**src/rtl/ifu_pkg.sv**
```systemverilog
// Shared definitions for the instruction fetch unit: FSM state encoding,
// well-known instruction encodings and the doubleword word-select bit.
package ifu_pkg;

  // Fetch FSM states; encodings are fixed so state dumps stay readable.
  typedef enum logic [1:0] {
    StIdle = 2'd0,
    StReq  = 2'd1,
    StWait = 2'd2,
    StHold = 2'd3
  } ifu_state_e;

  localparam logic [31:0] EBREAK_INST = 32'h00100073;
  localparam logic [31:0] NOP_INST    = 32'h00000013;

  // Address bit that picks the upper (1) or lower (0) word of a doubleword.
  localparam int unsigned WORD_SEL_BIT = 2;

endpackage

```
**src/rtl/ifu.sv**
```systemverilog
// Instruction fetch unit: takes a PC, issues one doubleword read over a
// valid/ready memory interface, extracts the addressed 32-bit instruction and
// hands it to decode with a valid/ready handshake. Flags ebreak for the
// simulation harness.
//
// Optional feature: define IFU_MISALIGN_CHECK_EN to trap fetches whose
// pc_val[1:0] is non-zero. Such fetches skip memory entirely and present a
// nop with inst_err set. Without the macro inst_err is tied low.
module ifu
  import ifu_pkg::*;
#(
  parameter int unsigned     XLEN       = 64,
  parameter int unsigned     ILEN       = 32,
  parameter logic [ILEN-1:0] RESET_INST = NOP_INST
) (
  input  logic            clk,
  input  logic            rst,
  input  logic [XLEN-1:0] pc_val,
  input  logic            fetch_en,
  output logic            mem_req_valid,
  input  logic            mem_req_ready,
  output logic [XLEN-1:0] mem_req_addr,
  input  logic            mem_rsp_valid,
  input  logic [XLEN-1:0] mem_rsp_data,
  output logic [ILEN-1:0] inst,
  output logic            inst_valid,
  input  logic            inst_ready,
  output logic            busy,
  output logic            is_ebreak,
  output logic            inst_err
);

  ifu_state_e      state_q, state_d;
  logic [XLEN-1:0] addr_q, addr_d;
  logic [ILEN-1:0] inst_q, inst_d;
  logic [ILEN-1:0] rsp_word;
  logic            launch;

`ifdef IFU_MISALIGN_CHECK_EN
  logic            inst_err_q, inst_err_d;
`endif

  // Byte offset within the word never affects the fetched data.
  logic unused_addr_bits;
  assign unused_addr_bits = ^addr_q[1:0];

  // Pick the addressed 32-bit half of the returned doubleword.
  assign rsp_word = addr_q[WORD_SEL_BIT] ? mem_rsp_data[2*ILEN-1:ILEN]
                                         : mem_rsp_data[ILEN-1:0];

  // fetch_en only counts when idle, or on the cycle decode takes the held word.
  assign launch = fetch_en &&
                  ((state_q == StIdle) || ((state_q == StHold) && inst_ready));

  // Next-state logic: FSM transitions plus address/instruction capture.
  always_comb begin
    state_d = state_q;
    addr_d  = addr_q;
    inst_d  = inst_q;
`ifdef IFU_MISALIGN_CHECK_EN
    inst_err_d = inst_err_q;
`endif

    unique case (state_q)
      StIdle: ;
      StReq: begin
        if (mem_req_ready) state_d = StWait;
      end
      StWait: begin
        // Responses in any other state are stray and ignored.
        if (mem_rsp_valid) begin
          inst_d  = rsp_word;
          state_d = StHold;
        end
      end
      StHold: begin
        if (inst_ready) begin
          state_d = StIdle;
`ifdef IFU_MISALIGN_CHECK_EN
          inst_err_d = 1'b0;
`endif
        end
      end
    endcase

    // A launch overrides the HOLD->IDLE exit for back-to-back fetches.
    if (launch) begin
      addr_d = pc_val;
`ifdef IFU_MISALIGN_CHECK_EN
      if (|pc_val[1:0]) begin
        state_d    = StHold;
        inst_d     = RESET_INST;
        inst_err_d = 1'b1;
      end else begin
        state_d = StReq;
      end
`else
      state_d = StReq;
`endif
    end
  end

  // State registers with synchronous reset.
  always_ff @(posedge clk) begin
    if (rst) begin
      state_q <= StIdle;
      addr_q  <= '0;
      inst_q  <= RESET_INST;
`ifdef IFU_MISALIGN_CHECK_EN
      inst_err_q <= 1'b0;
`endif
    end else begin
      state_q <= state_d;
      addr_q  <= addr_d;
      inst_q  <= inst_d;
`ifdef IFU_MISALIGN_CHECK_EN
      inst_err_q <= inst_err_d;
`endif
    end
  end

  // Output decode; everything derives from registered state.
  always_comb begin
    mem_req_valid = (state_q == StReq);
    mem_req_addr  = mem_req_valid ? {addr_q[XLEN-1:3], 3'b000} : '0;
    inst          = inst_q;
    inst_valid    = (state_q == StHold);
    busy          = (state_q != StIdle);
    is_ebreak     = inst_valid && (inst_q == EBREAK_INST);
`ifdef IFU_MISALIGN_CHECK_EN
    inst_err      = inst_err_q;
`else
    inst_err      = 1'b0;
`endif
  end

endmodule

```
**config.mk**
```make
export PLATFORM = sky130hd
export DESIGN_NAME = ifu
export DESIGN_NICKNAME = d
export VERILOG_FILES = /design/src/rtl/ifu_pkg.sv /design/src/rtl/ifu.sv
export SDC_FILE = /design/constraint.sdc
export NUM_CORES = 1
export LEC_CHECK = 0
export CAP_MARGIN = 20
export CORE_MARGIN = 2
export CORE_UTILIZATION = 42
export CTS_CLUSTER_DIAMETER = 120
export DETAILED_ROUTE_END_ITERATION = 10
export PLACE_DENSITY = 0.86
export SLEW_MARGIN = 40
export SYNTH_ARGS = -nofsm -noshare
export SYNTH_HDL_FRONTEND = slang
export SYNTH_SLANG_ARGS = --single-unit
```
**constraint.sdc**
```tcl
create_clock -name clk -period 2.1 [get_ports clk]
set_clock_uncertainty 0.2 [all_clocks]
set_input_delay 0.42 -clock clk [delete_from_list [all_inputs] [get_ports clk]]
set_output_delay 0.42 -clock clk [all_outputs]
set_load 0.02 [all_outputs]
```
==> impl_metrics.yaml <==
setup_path:
  path_class: "flip-flop to primary output"
  crit_required_ns: 1.48
  cp-start-kind: "flip-flop"
  arrival_ns: 1.61
  crit_path_end_kind: "primary output"
  critical_path_peak_fanout: 2
  ff2ff_setup_slack_ns: 0.33
cells_and_area:
  multi_input_area_um2: 3010
  layout_common_cells: "157 x clkdlybuf4s50_1, 94 x mux2i_1, 92 x dfxtp_1"
  seq_area_um2: 1930
  fin_nets: 895
  n_fill_cell: 915
  area_growth_pct: 55.7
  mostFrequentLayoutCell: "clkdlybuf4s50_1"
  finalNonFillerCells: 913
  drive_above_1_share: 0.328
  antenna_cells: 0
power_and_ir_drop:
  switching_share: 0.263
  clkPwrFrac: 0.325
  p_int_w: 0.00351
  power_leakage_nw: 3.37
  seq_power_share: 0.423
  combPwrFrac: 0.252
  max-vdd-ir-drop_mv: 0.315
  power.density_nw_per_um2: 591
  p_switching_w: 0.00126
floorplanning:
  core-area_um2: 12000
  dieArea_um2: 13200
  pin_count: 235
  rows: 40
  die_y_um: 115
  initial_core_util: 0.431
  die_w_um: 115
grt:
  grt_usage: 0.218
  grt_max_degree: 51
  grt_overflow: 0
  antenna_found_initial: 0
  grt_pass1_vias: 4726
  grt_pass1_wl_um: 22800
placed_design:
  dp_slack_ns: -0.305
  dp_hpwl_um: 10600
  port_buffers: 228
  dp_cells: 892
  gp_congestion: 0.803
synth:
  syn_area_um2: 5180
  async_flop_share: 0
  ys_types: 30
  synth_edf_count: 0
  yosys-top-cells-area: "dfxtp_1 37%, mux2i_1 18%, or2b_2 15%"
  synth-seq-cells: 96
  synth_top_cell_area_share: 0.371
  synthAdderAreaFrac: 0
  yosys_warnings: 0
  synthCells: 516
  synth_top_family_by_area: "simple AND/OR/NAND/NOR gates"
  synth-compound-area-share: 0.0551
  yosys.area.top_type: "dfxtp_1"
  ys.flop_type: "dfxtp_1"
  synth-simple-area-share: 0.322
  synth-xor-area-share: 0
  synth-seq-area-share: 0.371
  synthMuxAreaShare: 0.182
  avgSynthCellArea_um2: 10.0
clock_tree:
  cts_buffers: 9
  cts_tree: "yes"
  clkTransAtPathRegs_ns: 0.06
  root_buffer: "clkbuf_16"
  cts_max_path_buffers: 2
  cts_sinks: 96
  ctsHtreeMaxLevel: 3
  clk_latency_ns: 0.33
routing:
  drtIter0Drc: 106
  drtAntennaViolNets: 0
  wl_per_cell_um: 16.2
  drt-pass1-iter-count: 4
  via_per_inst: 4.85
  drt_wl_total_um: 14800
  vias: 4426
  drc: 0
sta:
  max_clock_freq_ghz: 0.449
  setup_violations: 1
  period_needed_ns: 2.23
  fin_crit_sh: 1.06
  final.setup.worst_slack_ns: -0.125
  hold_viol_final: 0
  totalNegativeSetupSlack_ns: -0.125
  holdWs_ns: 0.273
  rsz0062_at_grt: "yes"
  maxSlewViolCount: 0
run_status:
  violations: "negative setup slack"
  outcome: "finished, violations left"
run:
  max_cap_viol_count: 0
hold_path:
  min-delay-path-class: "primary input to flip-flop"
## cell usage after synthesis (all sizes together) (2+ instances only)
cell / n
mux2i: 94
a211o: 3
nand4: 2
and2: 62
nor2b: 4
clkbuf: 22
nand2b: 19
nand3: 2
a211oi: 31
nand2: 3
buf: 25
nor4: 6
or2b: 105
dfxtp: 96
nor2: 34
## worst max-delay path: stages (launching register included)
cell	delay, ns
dfxtp_2	0.34
nor4_4	0.25
buf_4	0.15
nand3_2	0.07
nor4_2	0.28
buf_4	0.19
## stage by stage
step,area (um2),util,total power [W]
after floorplan,5200,-,0.00269
after global placement,7760,0.646,0.00317
after detailed placement,7760,0.646,0.00321
after CTS,8050,0.670,0.00483
after global routing,8070,0.672,0.00499
final,8070,0.672,0.00477
## cell families after synthesis
| kind of cell | count (synthesis) |
|---|---|
| buffers and inverters | 47 |
| multiplexers | 94 |
| AO/OA/AOI/OAI | 37 |
| flip-flops | 96 |
| AND/OR/NAND/NOR | 241 |
| other | 1 |
## flip-flops by register name (all words and copies together), names as in the netlist
signal,flops
state_q,2
inst,32
addr_q,62
## what timing repair did
item                       4_1_cts  5_1_grt
gates cloned                     3        1
hold buffers                     0        0
resized for setup              319       22
pin swaps                        1        4
setup buffers                    4        1
setup endpoints to repair       65       48
## worst paths after layout
check / startpoint / endpoint / cells past startpoint
worst max register to register: state_q[1] / addr_q[55] / 5
worst min-delay path: rst / state_q[1] / 2
worst max-delay path: inst[28] / is_ebreak / 5
worst min register to register: addr_q[35] / addr_q[35] / 2
## area by class of cell
class | instances | share of cell area
clock buffers | 11 | 0.0313
clock inverters | 5 | 0.00388
multi-input cells | 376 | 0.373
flip-flops and latches | 96 | 0.239
well taps | 147 | 0.0228
repair buffers | 278 | 0.330
## layer usage
layer | wire (um) | vias up | global-route usage | share of wire
li1 | - | 2195 | - | -
met1 | 5650 | 2071 | 0.231 | 0.38
met2 | 7950 | 134 | 0.418 | 0.54
met3 | 780 | 26 | 0.0485 | 0.053
met4 | 376 | 0 | 0.0787 | 0.025
met5 | 0 | - | 0 | 0
## power groups by stage
stage | Combinational, W | Sequential (W) | Clock [W]
finish | 0.00120 | 0.00202 | 0.00155
floorplan | 0.000632 | 0.00206 | 0
detailed placement | 0.00116 | 0.00205 | 0
global route | 0.00129 | 0.00203 | 0.00167
CTS | 0.00123 | 0.00201 | 0.00158
global placement | 0.00113 | 0.00204 | 0
No activity file was read; power rests on OpenSTA's default activity.
